<file path="config.mk">
export PLATFORM = sky130hd
export DESIGN_NAME = v810_bus_ctrl
export DESIGN_NICKNAME = d
export VERILOG_FILES = /design/src/rtl/v810_bus_pkg.sv /design/src/rtl/v810_bus_decode.sv /design/src/rtl/v810_bus_ctrl.sv
export SDC_FILE = /design/constraint.sdc
export NUM_CORES = 1
export LEC_CHECK = 0
export CORE_ASPECT_RATIO = 1.4
export CORE_MARGIN = 1.5
export CORE_UTILIZATION = 29
export CTS_CLUSTER_DIAMETER = 120
export DETAILED_ROUTE_END_ITERATION = 7
export PLACE_DENSITY_LB_ADDON = 0.3
export SLEW_MARGIN = 10
export SYNTH_ARGS = -nofsm -noshare
export SYNTH_HDL_FRONTEND = slang
export SYNTH_SLANG_ARGS = --single-unit
export TNS_END_PERCENT = 10
</file>
<file path="constraint.sdc">
create_clock -name CLK -period 3.98 [get_ports CLK]
set_input_delay 0.995 -clock CLK [delete_from_list [all_inputs] [get_ports CLK]]
set_output_delay 0.995 -clock CLK [all_outputs]
set_load 0.02 [all_outputs]
</file>
<file path="src/rtl/v810_bus_pkg.sv">
// Shared types and constants for the v810 external bus cycle controller.
package v810_bus_pkg;

    typedef enum logic [1:0] {
        IDLE = 2'd0,
        WAIT = 2'd1,
        DONE = 2'd2
    } bus_st_t;

    localparam logic [31:0] UNMAPPED_DATA = 32'hFFFF_FFFF;

endpackage

</file>
<file path="src/rtl/v810_bus_decode.sv">
// Address region decoder: region r hits when (A & MASK[r]) == MATCH[r];
// the lowest-index hit wins, so the hit vector is one-hot or zero.
module v810_bus_decode #(
    parameter int unsigned        NREG  = 3,
    parameter logic [NREG*32-1:0] MATCH = {NREG{32'h0}},
    parameter logic [NREG*32-1:0] MASK  = {NREG{32'h0}}
) (
    input  logic [31:0]     i_addr,
    output logic [NREG-1:0] o_hit,
    output logic            o_hit_valid
);

    logic w_found;

    always_comb begin
        o_hit   = '0;
        w_found = 1'b0;
        for (int unsigned r = 0; r < NREG; r++) begin
            if (!w_found && ((i_addr & MASK[r*32 +: 32]) == MATCH[r*32 +: 32])) begin
                o_hit[r] = 1'b1;
                w_found  = 1'b1;
            end
        end
        o_hit_valid = w_found;
    end

endmodule

</file>
<file path="src/rtl/v810_bus_ctrl.sv">
// v810 external bus cycle controller: region decode, programmable wait states,
// chip-enable/strobe generation and registered read-data steering.
module v810_bus_ctrl
    import v810_bus_pkg::*;
#(
    parameter int unsigned        NREG  = 3,
    parameter logic [NREG*32-1:0] MATCH = {NREG{32'h0}},
    parameter logic [NREG*32-1:0] MASK  = {NREG{32'h0}},
    parameter int unsigned        WSW   = 4
) (
    input  logic                CLK,
    input  logic                RES,
    input  logic                CE,
    input  logic [31:0]         A,
    input  logic [3:0]          BEn,
    input  logic                DAn,
    input  logic                MRQn,
    input  logic                RW,
    input  logic                BCYSTn,
    output logic                READYn,
    output logic                SZRQn,
    output logic [31:0]         D_I,
    output logic                ERR,
    input  logic [NREG*WSW-1:0] CFG_WS,
    input  logic [NREG-1:0]     CFG_W16,
    output logic [NREG-1:0]     CEn,
    output logic                WEn,
    output logic                OEn,
    input  logic [NREG*32-1:0]  RD
);

    localparam logic [WSW-1:0] CNT_ONE = WSW'(1);

    bus_st_t         r_state, w_state_nxt;
    logic [WSW-1:0]  r_cnt, w_cnt_nxt;
    logic [NREG-1:0] r_sel, w_sel_nxt;
    logic            r_w16, w_w16_nxt;
    logic            r_err, w_err_nxt;
    logic [31:0]     r_di, w_di_nxt;

    logic [NREG-1:0] w_hit;
    logic            w_hit_valid;
    logic [WSW-1:0]  w_hit_ws;
    logic            w_hit_w16;
    logic [31:0]     w_hit_rd;
    logic [31:0]     w_sel_rd;
    logic            w_active;
    logic            w_region_act;
    logic            w_unused;

    // IO space (MRQn=1) decodes like memory; byte lanes are the memories' concern.
    assign w_unused = &{1'b0, BEn, MRQn};

    v810_bus_decode #(
        .NREG  (NREG),
        .MATCH (MATCH),
        .MASK  (MASK)
    ) u_decode (
        .i_addr      (A),
        .o_hit       (w_hit),
        .o_hit_valid (w_hit_valid)
    );

    always_comb begin
        w_hit_ws  = '0;
        w_hit_w16 = 1'b0;
        w_hit_rd  = '0;
        w_sel_rd  = '0;
        for (int unsigned r = 0; r < NREG; r++) begin
            if (w_hit[r]) begin
                w_hit_ws  = w_hit_ws | CFG_WS[r*WSW +: WSW];
                w_hit_w16 = w_hit_w16 | CFG_W16[r];
                w_hit_rd  = w_hit_rd | RD[r*32 +: 32];
            end
            if (r_sel[r]) begin
                w_sel_rd = w_sel_rd | RD[r*32 +: 32];
            end
        end
    end

    always_comb begin
        w_state_nxt = r_state;
        w_cnt_nxt   = r_cnt;
        w_sel_nxt   = r_sel;
        w_w16_nxt   = r_w16;
        w_err_nxt   = 1'b0;
        w_di_nxt    = r_di;
        case (r_state)
            IDLE, DONE: begin
                w_state_nxt = IDLE;
                // DONE accepts a new start directly so back-to-back cycles have no bubble.
                if (!BCYSTn) begin
                    w_sel_nxt = w_hit;
                    w_w16_nxt = w_hit_valid & w_hit_w16;
                    w_cnt_nxt = w_hit_ws;
                    if (!w_hit_valid) begin
                        w_state_nxt = DONE;
                        w_err_nxt   = 1'b1;
                        w_cnt_nxt   = '0;
                        w_di_nxt    = UNMAPPED_DATA;
                    end else if (w_hit_ws != '0) begin
                        w_state_nxt = WAIT;
                    end else begin
                        w_state_nxt = DONE;
                        w_di_nxt    = w_hit_rd;
                    end
                end
            end
            WAIT: begin
                w_cnt_nxt = r_cnt - CNT_ONE;
                if (r_cnt == CNT_ONE) begin
                    w_state_nxt = DONE;
                    w_di_nxt    = w_sel_rd;
                end
            end
            default: w_state_nxt = IDLE;
        endcase
    end

    always_ff @(posedge CLK) begin
        if (RES) begin
            r_state <= IDLE;
            r_cnt   <= '0;
            r_sel   <= '0;
            r_w16   <= 1'b0;
            r_err   <= 1'b0;
            r_di    <= UNMAPPED_DATA;
        end else if (CE) begin
            r_state <= w_state_nxt;
            r_cnt   <= w_cnt_nxt;
            r_sel   <= w_sel_nxt;
            r_w16   <= w_w16_nxt;
            r_err   <= w_err_nxt;
            r_di    <= w_di_nxt;
        end
    end

    assign w_active     = (r_state != IDLE);
    assign w_region_act = w_active & (|r_sel);
    assign READYn       = ~(r_state == DONE);
    assign SZRQn        = ~((r_state == DONE) & r_w16);
    assign CEn          = w_active ? ~r_sel : '1;
    assign WEn          = ~(w_region_act & ~RW & ~DAn);
    assign OEn          = ~(w_region_act & RW & ~DAn);
    assign D_I          = r_di;
    assign ERR          = r_err;

    a_no_start_in_wait: assert property (
        @(posedge CLK) disable iff (RES) (CE && (r_state == WAIT)) |-> BCYSTn
    );

endmodule

</file>
Yosys cells after proc, flatten, opt, wreduce, memory -nomap -nowiden --
Cells that the tools add are included.
Cells by class: $add $sub $neg 1, eq/ne operators 6, muxes and demuxes 12, bitwise gates (word level) 14, reductions and logical operators 9
Operators with widths (count):
- 2-to-1 mux 32 bit | 4
- case mux 32 bit (2 select lines) | 1
- case mux 4 bit (2 select lines) | 1
- inverter 1 bit | 7
- AND 1 bit | 6
- 2-to-1 mux 2 bit | 3
- != test 2 bit (second input constant) | 3
- AND reduction 3 bit | 2
- AND reduction 5 bit | 1
- equality test 4 x 1 -> 1 bit (second input constant) | 1
- 2-to-1 mux 4 bit | 1
- case mux 2 bit (2 select lines) | 1
- nonzero test 2 bit | 2
- nonzero test 4 bit | 1
- subtractor 4 x 1 -> 4 bit (second input constant) | 1
- 2-to-1 mux 3 bit | 1
- inverter 1 -> 3 bit | 1
- equality test 2 x 1 -> 1 bit (second input constant) | 1
- equality test 2 bit (second input constant) | 1
- logical NOT 2 bit | 1
- AND reduction 2 bit | 1
- OR reduction 2 bit | 1
Word-level totals: flip-flop bits (word level) 40, bits of input ports 154, output and inout port bits 40, word-level logic and storage cells 47

Depth between registers and ports, before layout --
Gate-level depths: netlist (run 1).
depth in word-level cells 5, mapped depth 7, mapped depth without buffers 6

By module --
Synthesis (run 1) repeated with hierarchy kept, for this count alone.
Unflattened totals: cells, all modules 422, area, all modules 3186.8 um^2
By module, submodules not included:
- v810_bus_ctrl | instances 1, cells an instance 416, area an instance 3149.3 um^2, seq. area each 860.8 um^2
- v810_bus_decode | instances 1, cells an instance 6, area an instance 37.5 um^2, seq. area each 0.0 um^2

Worst setup path before layout (run 1) --
Ideal clock, no wire load.
path type in2out, start input RW, end output WEn, arrival time 1.456 ns, required time 2.985 ns, path slack 1.529 ns, stages on the path 1, path buffers 0, cells stage by stage or3_1
Between the ends: cells in the longest elaborated chain, start to end 4
Ends and longest elaborated chain:
- start: declaration | line v810_bus_ctrl.sv:18 | input logic RW,
- inverter 1 bit | line v810_bus_ctrl.sv:143 | assign WEn = ~(w_region_act & ~RW & ~DAn);
- AND 1 bit (2 in series) | line v810_bus_ctrl.sv:143
- inverter 1 bit | line v810_bus_ctrl.sv:143
- end: declaration | line v810_bus_ctrl.sv:27 | output logic WEn,
Every way passes these cells.

Worst setup path after layout (run 1) --
Ends and elaborated chain as after synthesis.

==> run_summary.xml, run 1 <==
<?xml version="1.0" encoding="UTF-8"?>
<metrics>
  <group name="cts">
    <metric name="cts_setup_buffers" unit="">0</metric>
    <metric name="clkSinkCount" unit="">40</metric>
    <metric name="cts_tree" unit="">built</metric>
    <metric name="post_cts_resized" unit="">0</metric>
    <metric name="cts_hold_buf" unit="">0</metric>
    <metric name="clk_root_buffer_cell" unit="">sky130_fd_sc_hd__clkbuf_8</metric>
    <metric name="h-tree-depth" unit="">2</metric>
    <metric name="clock_latency" unit="ps">290</metric>
    <metric name="cts_buffers" unit="">5</metric>
    <metric name="clk_path_buf_depth" unit="">2</metric>
    <metric name="clkSlewWorstSetupHoldPaths" unit="ps">80</metric>
  </group>
  <group name="synthesis">
    <metric name="synthCells" unit="">141</metric>
    <metric name="ys.flop_type" unit="">sky130_fd_sc_hd__dfxtp_1</metric>
    <metric name="post-synth-top-area-cell" unit="">sky130_fd_sc_hd__dfxtp_1</metric>
    <metric name="async_s_r_ff_share_synth" unit="%">0</metric>
    <metric name="yosys_register_bits" unit="">40</metric>
    <metric name="synth.top_cells.by_count" unit="">40 x sky130_fd_sc_hd__dfxtp_1, 30 x sky130_fd_sc_hd__a221o_1, 9 x sky130_fd_sc_hd__nor2_1</metric>
    <metric name="synth-edff-count" unit="">0</metric>
    <metric name="seq_area_frac_synth" unit="%">49.23</metric>
    <metric name="synthesis.area" unit="sq um">1627</metric>
    <metric name="yosysMostFrequentCell" unit="">sky130_fd_sc_hd__dfxtp_1</metric>
    <metric name="synthesis.yosys.warnings" unit="">0</metric>
    <metric name="synthDistinctLibCells" unit="">33</metric>
    <metric name="synth.top_cells.by_area" unit="">sky130_fd_sc_hd__dfxtp_1 49%, sky130_fd_sc_hd__a221o_1 18%, sky130_fd_sc_hd__buf_6 3.5%</metric>
    <metric name="synth_area_per_cell" unit="sq um">11.54</metric>
    <metric name="post-synth-top-area-fraction" unit="%">49.23</metric>
  </group>
  <group name="drt">
    <metric name="routed_wire_length_per_instance" unit="microns">14.21</metric>
    <metric name="via_count" unit="">1378</metric>
    <metric name="vias_per_cell" unit="">4.852</metric>
    <metric name="initialDrtViolationCount" unit="">82</metric>
    <metric name="wirelength" unit="microns">4035</metric>
    <metric name="remaining_drc_errors" unit="">0</metric>
    <metric name="postRouteAntennaNets" unit="">0</metric>
    <metric name="first_pass_iters" unit="">4</metric>
  </group>
  <group name="timing">
    <metric name="final_period_minus_worst_setup_slack" unit="ps">3342</metric>
    <metric name="final_max_slew_viol_count" unit="">0</metric>
    <metric name="hold_slack" unit="ps">474.8</metric>
    <metric name="grt_setup_unrepaired" unit="">no</metric>
    <metric name="worstMarginPinSlew" unit="ps">762.1</metric>
    <metric name="achievable-frequency" unit="GHz">0.2992</metric>
    <metric name="finalHoldViolCount" unit="">0</metric>
    <metric name="slew-limit-headroom" unit="%">49.07</metric>
    <metric name="skew" unit="ps">5.732</metric>
    <metric name="setup_violations" unit="">0</metric>
    <metric name="final.setup.tns" unit="ps">0</metric>
    <metric name="layout_worst_path_cycle_share" unit="%">83.98</metric>
  </group>
  <group name="floorplanning">
    <metric name="fp.dieW" unit="microns">66.30</metric>
    <metric name="die_area" unit="sq um">6074</metric>
    <metric name="core" unit="sq um">5445</metric>
    <metric name="design.portCount" unit="">194</metric>
    <metric name="die_h" unit="microns">91.62</metric>
    <metric name="initial_utilization" unit="%">29.87</metric>
    <metric name="core.rowCount" unit="">32</metric>
  </group>
  <group name="global_routing">
    <metric name="grt_usage" unit="%">13.68</metric>
    <metric name="wire_length_of_the_first_global_routing_pass" unit="microns">6506</metric>
    <metric name="overflow" unit="">0</metric>
    <metric name="first_global_vias" unit="">1352</metric>
    <metric name="antenna_found_initial" unit="">0</metric>
    <metric name="largest_net_degree_at_the_start_of_global_routing" unit="">34</metric>
  </group>
  <group name="layout">
    <metric name="antennaDiodeCount" unit="">0</metric>
    <metric name="area_growth" unit="%">53.23</metric>
    <metric name="drive_above_1_share" unit="%">8.796</metric>
    <metric name="final.fill_count" unit="">537</metric>
    <metric name="nNetsFinal" unit="">371</metric>
  </group>
  <group name="placed_design">
    <metric name="gp_congestion" unit="">0.7301</metric>
    <metric name="port_buffers" unit="">79</metric>
    <metric name="detailed_place_hpwl" unit="microns">2739</metric>
  </group>
  <group name="setup_path">
    <metric name="worstPathArrival" unit="ps">2350</metric>
    <metric name="timing.critical_path.to_type" unit="">output pin</metric>
    <metric name="worst-setup-path-type" unit="">in -&gt; out</metric>
    <metric name="crit_fanout" unit="">2</metric>
    <metric name="timing.critical_path.required" unit="ps">2980</metric>
    <metric name="startpoint_type" unit="">input pin</metric>
  </group>
  <group name="run_status">
    <metric name="outcome" unit="">complete, no violations</metric>
  </group>
  <group name="power_and_ir_drop">
    <metric name="p_leak" unit="nW">0.8761</metric>
    <metric name="power_per_cell_area" unit="nW/um^2">348.6</metric>
    <metric name="ir_worst_vdd" unit="mV">0.2585</metric>
  </group>
  <group name="hold_path">
    <metric name="hold_path_class" unit="">reg -&gt; reg</metric>
  </group>
  <group name="flow_run">
    <metric name="maxCapViolCount" unit="">0</metric>
  </group>
</metrics>
where the power goes:
| part | switching (W) | total [W] | internal, W | leakage (nW) |
|---|---|---|---|---|
| combinational | 0.0000510 | 0.000120 | 0.0000691 | 0.497 |
| sequential | 0.00000948 | 0.000422 | 0.000412 | 0.325 |
| clock | 0.000141 | 0.000327 | 0.000186 | 0.0541 |
cells by family after synthesis:
family                     after synthesis  synth area share (%)
DFF                                     40                 49.23
and+or+nand+nor                         30                 11.92
other                                    2                0.4617
adders and majority gates                2                 1.538
muxes                                    1                0.6154
buffers and inverters                   17                 9.077
AOI/OAI and AO/OA                       49                 27.15
cells in the final DEF (no fill, tap or decap), types with 2 or more instances in the layout:
cell                               n
sky130_fd_sc_hd__clkdlybuf4s50_1  79
sky130_fd_sc_hd__dfxtp_1          40
sky130_fd_sc_hd__a221o_1          30
sky130_fd_sc_hd__nor2_1            9
sky130_fd_sc_hd__o21ai_0           6
sky130_fd_sc_hd__a21oi_1           6
sky130_fd_sc_hd__clkbuf_8          5
sky130_fd_sc_hd__nand2_1           3
sky130_fd_sc_hd__conb_1            3
sky130_fd_sc_hd__nand2b_1          2
sky130_fd_sc_hd__inv_1             2
sky130_fd_sc_hd__nor3b_1           2
sky130_fd_sc_hd__nor3_1            2
sky130_fd_sc_hd__o211ai_1          2
sky130_fd_sc_hd__and2_0            2
sky130_fd_sc_hd__a221o_2           2
sky130_fd_sc_hd__ha_1              2
sky130_fd_sc_hd__buf_4             2
sequential cells by signal, summed over array words and instances (netlist names):
register,cells
r_state,2
r_cnt,4
r_w16,1
r_sel,1
D_I,32
cell type report:
class	count	area [sq um]	area share [%]
timing repair buffer	81	805.8	32.33
sequential	40	800.8	32.13
multi-input combinational	85	681.9	27.36
tap	68	85.08	3.414
clock buffer	5	68.82	2.761
clock inverter	3	42.54	1.707
inverter	2	7.507	0.3012
worst paths after layout:
check | start | depth (start not counted) | slack [ps] | end
setup reg to reg | r_cnt[0] | 5 | 1850 | D_I[6]
setup / recovery | RW | 3 | 640 | WEn
hold reg to reg | r_cnt[1] | 2 | 470 | r_cnt[1]
hold / removal | r_cnt[1] | 2 | 470 | r_cnt[1]
layer usage:
metal	GRT usage [%]	part of all wire, %
met1	17.32	44
met2	20.75	45
met3	5.767	10
met5	0	0
met4	4.592	1.4
through the flow:
step                      std cells  area (sq um)  utilization (%)  power [W]  setup WS (ps)
after floorplan                 142          1630                -  0.0004912           1529
after global placement          276          2381            43.73  0.0005505          602.8
after detailed placement        276          2381            43.73  0.0005516          618.9
after CTS                       284          2492            45.77  0.0008818          613.8
after global routing            284          2492            45.77  0.0009155          592.1
final                           284          2492            45.77  0.0008689          637.6
critical path, stage by stage:
cell and delay, ps:
sky130_fd_sc_hd__clkdlybuf4s50_1 430, sky130_fd_sc_hd__or3_1 370, sky130_fd_sc_hd__clkdlybuf4s50_1 550
(Power assumes the default switching activity.)
==> run 2: changes to the inputs <==
--- a/config.mk
+++ b/config.mk
@@ -7,7 +7,7 @@
 export LEC_CHECK = 0
 export CORE_ASPECT_RATIO = 1.4
 export CORE_MARGIN = 1.5
-export CORE_UTILIZATION = 29
+export CORE_UTILIZATION = 27
 export CTS_CLUSTER_DIAMETER = 120
 export DETAILED_ROUTE_END_ITERATION = 7
 export PLACE_DENSITY_LB_ADDON = 0.3
==> constraint.sdc (replaced) <==
create_clock -name CLK -period 3.37 [get_ports CLK]
set_input_delay 0.8425 -clock CLK [delete_from_list [all_inputs] [get_ports CLK]]
set_output_delay 0.8425 -clock CLK [all_outputs]
set_load 0.02 [all_outputs]
==> run_summary.xml, run 2 (synthesized netlist as in run 1, its figures left out) <==
<?xml version="1.0" encoding="UTF-8"?>
<metrics>
  <group name="layout">
    <metric name="final.fill_count" unit="">583</metric>
    <metric name="drive_above_1_share" unit="%">10.05</metric>
    <metric name="mostFrequentLayoutCells" unit="">79 x sky130_fd_sc_hd__clkdlybuf4s50_1, 40 x sky130_fd_sc_hd__dfxtp_1, 30 x sky130_fd_sc_hd__a221o_1</metric>
    <metric name="area_growth" unit="%">53.31</metric>
    <metric name="antennaDiodeCount" unit="">0</metric>
    <metric name="largest_register_ff_count" unit="">32</metric>
    <metric name="seq_area" unit="sq um">800.8</metric>
    <metric name="nNetsFinal" unit="">374</metric>
    <metric name="leading_cell_type_in_the_layout_fill_and_taps_excluded" unit="">sky130_fd_sc_hd__clkdlybuf4s50_1</metric>
    <metric name="multi_input_comb_area" unit="sq um">681.9</metric>
  </group>
  <group name="timing">
    <metric name="final.setup.tns" unit="ps">0</metric>
    <metric name="hold_slack" unit="ps">475.3</metric>
    <metric name="grt_setup_unrepaired" unit="">no</metric>
    <metric name="layout_worst_path_cycle_share" unit="%">90.29</metric>
    <metric name="final_max_slew_viol_count" unit="">0</metric>
    <metric name="slew-limit-headroom" unit="%">49.93</metric>
    <metric name="final_period_minus_worst_setup_slack" unit="ps">3043</metric>
    <metric name="achievable-frequency" unit="GHz">0.3287</metric>
    <metric name="skew" unit="ps">9.442</metric>
    <metric name="worstMarginPinSlew" unit="ps">749.3</metric>
    <metric name="setup_violations" unit="">0</metric>
    <metric name="finalHoldViolCount" unit="">0</metric>
  </group>
  <group name="setup_path">
    <metric name="worst_r2r_path_depth" unit="">6</metric>
    <metric name="timing.critical_path.to_type" unit="">output pin</metric>
    <metric name="path_common_cell" unit="">sky130_fd_sc_hd__clkdlybuf4s50_1</metric>
    <metric name="slowest_cell_delay_on_critical_path" unit="ps">550</metric>
    <metric name="timing.critical_path.slowest_stage_cell" unit="">sky130_fd_sc_hd__clkdlybuf4s50_1</metric>
    <metric name="critical_path.top_delay_family" unit="">buffers and inverters</metric>
    <metric name="timing.critical_path.required" unit="ps">2530</metric>
    <metric name="cp_num_buf_inv" unit="">2</metric>
    <metric name="regToRegStartpoint" unit="">r_cnt[1]</metric>
    <metric name="worst-setup-path-type" unit="">in -&gt; out</metric>
    <metric name="startpoint_type" unit="">input pin</metric>
    <metric name="rr_endpoint" unit="">D_I[16]</metric>
    <metric name="cell_breakdown_of_the_critical_path" unit="">clkdlybuf4s50_1 &gt; or3_1 &gt; clkdlybuf4s50_1</metric>
    <metric name="r2r_slack" unit="ps">1260</metric>
    <metric name="crit_fanout" unit="">2</metric>
    <metric name="worstPathArrival" unit="ps">2200</metric>
  </group>
  <group name="floorplanning">
    <metric name="core.rowCount" unit="">33</metric>
    <metric name="design.portCount" unit="">194</metric>
    <metric name="fp.dieW" unit="microns">68.60</metric>
    <metric name="initial_utilization" unit="%">27.94</metric>
    <metric name="die_h" unit="microns">94.84</metric>
    <metric name="core" unit="sq um">5822</metric>
    <metric name="die_area" unit="sq um">6505</metric>
  </group>
  <group name="global_routing">
    <metric name="first_global_vias" unit="">1403</metric>
    <metric name="wire_length_of_the_first_global_routing_pass" unit="microns">6534</metric>
    <metric name="overflow" unit="">0</metric>
    <metric name="antenna_found_initial" unit="">0</metric>
    <metric name="largest_net_degree_at_the_start_of_global_routing" unit="">33</metric>
    <metric name="grt_usage" unit="%">13.25</metric>
  </group>
  <group name="drt">
    <metric name="first_pass_iters" unit="">3</metric>
    <metric name="wirelength" unit="microns">4071</metric>
    <metric name="vias_per_cell" unit="">4.900</metric>
    <metric name="initialDrtViolationCount" unit="">73</metric>
    <metric name="postRouteAntennaNets" unit="">0</metric>
    <metric name="routed_wire_length_per_instance" unit="microns">14.09</metric>
    <metric name="via_count" unit="">1416</metric>
    <metric name="remaining_drc_errors" unit="">0</metric>
  </group>
  <group name="cts">
    <metric name="clkSlewWorstSetupHoldPaths" unit="ps">80</metric>
    <metric name="cts_hold_buf" unit="">0</metric>
    <metric name="cts_setup_buffers" unit="">0</metric>
    <metric name="clkSinkCount" unit="">40</metric>
    <metric name="clk_path_buf_depth" unit="">2</metric>
    <metric name="clock_latency" unit="ps">290</metric>
    <metric name="h-tree-depth" unit="">2</metric>
    <metric name="clk_root_buffer_cell" unit="">sky130_fd_sc_hd__clkbuf_8</metric>
    <metric name="post_cts_resized" unit="">0</metric>
    <metric name="cts_tree" unit="">built</metric>
    <metric name="cts_buffers" unit="">5</metric>
  </group>
  <group name="flow_run">
    <metric name="maxCapViolCount" unit="">0</metric>
  </group>
  <group name="placed_design">
    <metric name="detailed_place_hpwl" unit="microns">2848</metric>
    <metric name="port_buffers" unit="">79</metric>
    <metric name="gp_congestion" unit="">0.7417</metric>
  </group>
  <group name="hold_path">
    <metric name="whs_path_depth" unit="">2</metric>
    <metric name="hold-path-endpoint" unit="">r_cnt[1]</metric>
    <metric name="hold_start" unit="">r_cnt[1]</metric>
    <metric name="hold_path_class" unit="">reg -&gt; reg</metric>
  </group>
  <group name="power_and_ir_drop">
    <metric name="p_leak" unit="nW">0.8836</metric>
    <metric name="ir_worst_vdd" unit="mV">0.2557</metric>
    <metric name="power_per_cell_area" unit="nW/um^2">381.7</metric>
  </group>
  <group name="run_status">
    <metric name="outcome" unit="">complete, no violations</metric>
  </group>
</metrics>
## run 2: cell types whose count changed in the layout (fill, tap and decap cells not counted)
cell                         delta
sky130_fd_sc_hd__clkinvlp_4     -1
sky130_fd_sc_hd__bufinv_16      -1
sky130_fd_sc_hd__clkinv_4       +1
sky130_fd_sc_hd__clkinv_2       +1
sky130_fd_sc_hd__buf_4          +3
## run 2: worst max path at each step
| stage | from | endpoint | slack, ps | cells past startpoint |
|---|---|---|---|---|
| 3_5_place_dp | RW | WEn | 310 | 3 |
| 3_3_place_gp | RW | WEn | 280 | 3 |
| 5_1_grt | RW | WEn | 270 | 3 |
| 6_report | RW | WEn | 330 | 3 |
| 2_1_floorplan | RW | WEn | 1220 | 1 |
| 4_1_cts | RW | WEn | 300 | 3 |
## run 2: cell type report
type / instances / share of cell area [%]
Clock buffer: 5 / 2.760
Inverter: 2 / 0.3011
Timing Repair Buffer: 84 / 33.22
Multi-Input combinational cell: 85 / 27.35
Sequential cell: 40 / 32.11
Clock inverter: 3 / 0.7526
Tap cell: 70 / 3.512
## run 2: power by group
group,total [W],leakage [nW],switching (W),internal [W]
clock,0.000310,0.0479,0.000166,0.000144
combinational,0.000144,0.510,0.0000604,0.0000834
sequential,0.000498,0.325,0.0000111,0.000487
total,0.000952,0.884,0.000237,0.000715
## run 2: metrics by stage
stage | cell area [sq um] | std cells | utilization, % | total power (W) | worst slack, ps
after floorplan | 1630 | 142 | - | 0.0005802 | 1224
after global routing | 2494 | 289 | 42.83 | 0.001010 | 268.9
final | 2494 | 289 | 42.83 | 0.0009518 | 327.3
after global placement | 2406 | 281 | 41.33 | 0.0006527 | 283.6
after detailed placement | 2406 | 281 | 41.33 | 0.0006535 | 307.3
after CTS | 2494 | 289 | 42.83 | 0.0009723 | 302.4
## run 2: worst register-to-register path: cells and delay by family (launching register included)
family	cells	cell delay (ps)
buffers and inverters	1	80
and+or+nand+nor	2	1020
adders and majority gates	1	150
AOI/OAI and AO/OA	2	490
DFF	1	330
## run 2: per-layer routing
metal | GRT usage [%] | part of all wire, % | vias to the layer above
met5 | 0 | 0 | -
met4 | 4.500 | 1.4 | 0
met3 | 5.602 | 9.4 | 5
met2 | 20.19 | 44 | 64
met1 | 16.52 | 45 | 658
li1 | - | - | 689
==> run 3: changes to the inputs <==
--- a/config.mk
+++ b/config.mk
@@ -7,10 +7,12 @@
 export LEC_CHECK = 0
 export CORE_ASPECT_RATIO = 1.4
 export CORE_MARGIN = 1.5
-export CORE_UTILIZATION = 27
+export CORE_UTILIZATION = 25
+export CTS_BUF_LIST = sky130_fd_sc_hd__clkbuf_8
 export CTS_CLUSTER_DIAMETER = 120
 export DETAILED_ROUTE_END_ITERATION = 7
 export PLACE_DENSITY_LB_ADDON = 0.3
+export RECOVER_POWER = 50
 export SLEW_MARGIN = 10
 export SYNTH_ARGS = -nofsm -noshare
 export SYNTH_HDL_FRONTEND = slang
==> run_summary.xml, run 3 (synthesized netlist as in run 1, its figures left out) <==
<?xml version="1.0" encoding="UTF-8"?>
<metrics>
  <group name="setup_path">
    <metric name="worst-setup-path-type" unit="">in -&gt; out</metric>
    <metric name="slowest_cell_delay_on_critical_path" unit="ps">550</metric>
    <metric name="crit_fanout" unit="">2</metric>
    <metric name="startpoint_type" unit="">input pin</metric>
    <metric name="timing.critical_path.slowest_stage_cell" unit="">sky130_fd_sc_hd__clkdlybuf4s50_1</metric>
    <metric name="timing.critical_path.required" unit="ps">2530</metric>
    <metric name="cp_num_buf_inv" unit="">2</metric>
    <metric name="cell_breakdown_of_the_critical_path" unit="">clkdlybuf4s50_1 &gt; or3_1 &gt; clkdlybuf4s50_1</metric>
    <metric name="timing.critical_path.to_type" unit="">output pin</metric>
    <metric name="path_common_cell" unit="">sky130_fd_sc_hd__clkdlybuf4s50_1</metric>
    <metric name="worstPathArrival" unit="ps">2260</metric>
    <metric name="critical_path.top_delay_family" unit="">buffers and inverters</metric>
  </group>
  <group name="cts">
    <metric name="cts_buffers" unit="">5</metric>
    <metric name="post_cts_resized" unit="">0</metric>
    <metric name="clk_path_buf_depth" unit="">2</metric>
    <metric name="cts_setup_buffers" unit="">0</metric>
    <metric name="clock_latency" unit="ps">280</metric>
    <metric name="clkSinkCount" unit="">40</metric>
    <metric name="clkSlewWorstSetupHoldPaths" unit="ps">80</metric>
    <metric name="cts_hold_buf" unit="">0</metric>
    <metric name="h-tree-depth" unit="">2</metric>
    <metric name="cts_tree" unit="">built</metric>
    <metric name="clk_root_buffer_cell" unit="">sky130_fd_sc_hd__clkbuf_8</metric>
  </group>
  <group name="drt">
    <metric name="vias_per_cell" unit="">4.807</metric>
    <metric name="first_pass_iters" unit="">6</metric>
    <metric name="initialDrtViolationCount" unit="">34</metric>
    <metric name="remaining_drc_errors" unit="">0</metric>
    <metric name="routed_wire_length_per_instance" unit="microns">14.33</metric>
    <metric name="postRouteAntennaNets" unit="">0</metric>
    <metric name="via_count" unit="">1394</metric>
    <metric name="wirelength" unit="microns">4157</metric>
  </group>
  <group name="layout">
    <metric name="leading_cell_type_in_the_layout_fill_and_taps_excluded" unit="">sky130_fd_sc_hd__clkdlybuf4s50_1</metric>
    <metric name="multi_input_comb_area" unit="sq um">681.9</metric>
    <metric name="area_growth" unit="%">52.92</metric>
    <metric name="final.fill_count" unit="">607</metric>
    <metric name="nNetsFinal" unit="">373</metric>
    <metric name="largest_register_ff_count" unit="">32</metric>
    <metric name="final_cell_area" unit="sq um">2487</metric>
    <metric name="mostFrequentLayoutCells" unit="">47 x sky130_fd_sc_hd__clkdlybuf4s50_1, 40 x sky130_fd_sc_hd__dfxtp_1, 32 x sky130_fd_sc_hd__dlygate4sd3_1</metric>
    <metric name="drive_above_1_share" unit="%">8.257</metric>
    <metric name="seq_area" unit="sq um">800.8</metric>
    <metric name="finalCoreUtilization" unit="%">39.78</metric>
    <metric name="antennaDiodeCount" unit="">0</metric>
  </group>
  <group name="timing">
    <metric name="setup_violations" unit="">0</metric>
    <metric name="hold_slack" unit="ps">482.1</metric>
    <metric name="grt_setup_unrepaired" unit="">no</metric>
    <metric name="final_period_minus_worst_setup_slack" unit="ps">3102</metric>
    <metric name="postLayoutSetupSlackWorst" unit="ps">267.7</metric>
    <metric name="final.setup.tns" unit="ps">0</metric>
    <metric name="layout_worst_path_cycle_share" unit="%">92.06</metric>
    <metric name="skew" unit="ps">2.034</metric>
    <metric name="slew-limit-headroom" unit="%">-17.17</metric>
    <metric name="worstMarginPinSlew" unit="ps">1758</metric>
    <metric name="finalHoldViolCount" unit="">0</metric>
    <metric name="achievable-frequency" unit="GHz">0.3223</metric>
    <metric name="final_max_slew_viol_count" unit="">41</metric>
  </group>
  <group name="global_routing">
    <metric name="antenna_found_initial" unit="">0</metric>
    <metric name="first_global_vias" unit="">1386</metric>
    <metric name="wire_length_of_the_first_global_routing_pass" unit="microns">6803</metric>
    <metric name="overflow" unit="">0</metric>
    <metric name="grt_usage" unit="%">12.07</metric>
    <metric name="largest_net_degree_at_the_start_of_global_routing" unit="">41</metric>
  </group>
  <group name="floorplanning">
    <metric name="die_area" unit="sq um">7006</metric>
    <metric name="core.rowCount" unit="">34</metric>
    <metric name="die_h" unit="microns">98.44</metric>
    <metric name="core" unit="sq um">6254</metric>
    <metric name="fp.dieW" unit="microns">71.17</metric>
    <metric name="initial_utilization" unit="%">26.01</metric>
    <metric name="design.portCount" unit="">194</metric>
  </group>
  <group name="power_and_ir_drop">
    <metric name="ir_worst_vdd" unit="mV">0.1460</metric>
    <metric name="p_leak" unit="nW">0.7902</metric>
    <metric name="power_per_cell_area" unit="nW/um^2">385.8</metric>
  </group>
  <group name="run_status">
    <metric name="outcome" unit="">complete, but fails checks</metric>
    <metric name="violated_checks" unit="">capacitance limit, slew limit</metric>
  </group>
  <group name="placed_design">
    <metric name="gp_congestion" unit="">0.7401</metric>
    <metric name="place_worst_setup_slack" unit="ps">273.6</metric>
    <metric name="detailed_place_hpwl" unit="microns">2816</metric>
    <metric name="port_buffers" unit="">79</metric>
    <metric name="placed_area" unit="sq um">2401</metric>
  </group>
  <group name="flow_run">
    <metric name="maxCapViolCount" unit="">1</metric>
  </group>
  <group name="hold_path">
    <metric name="hold_path_class" unit="">reg -&gt; reg</metric>
  </group>
</metrics>
## run 3: where the power goes
part           internal (W)  switching (W)  total [W]
Combinational     0.0000793      0.0000604   0.000140
Clock              0.000161       0.000161   0.000322
Sequential         0.000487      0.0000109   0.000498
## run 3: area by class of cell
cell class / count / share of cell area [%]
Timing Repair Buffer: 83 / 32.85
Sequential cell: 40 / 32.19
Multi-Input combinational cell: 85 / 27.41
Tap cell: 72 / 3.622
Clock buffer: 6 / 3.320
Clock inverter: 2 / 0.3018
Inverter: 2 / 0.3018
## run 3: through the flow
step                      cells  power (W)
after floorplan             142  0.0005802
after global placement      282  0.0006520
after detailed placement    282  0.0006526
after CTS                   290  0.0009791
after global routing        290   0.001003
final                       290  0.0009597
## run 3: final timing paths
check,from,end,slack (ps),cells after the start
min,D_I[17],D_I[17],480,1
max reg2reg,r_cnt[1],D_I[3],1240,6
min reg2reg,D_I[17],D_I[17],480,1
max,RW,WEn,270,3
## run 3: routing by layer
layer | vias up | GRT usage [%] | wire length (microns) | share of wire (%)
met5 | - | 0 | 0 | 0
met4 | 0 | 3.919 | 43 | 1.0
met3 | 4 | 3.374 | 249 | 6.0
met2 | 48 | 19.80 | 2113 | 51
met1 | 652 | 15.17 | 1751 | 42
li1 | 690 | - | - | -
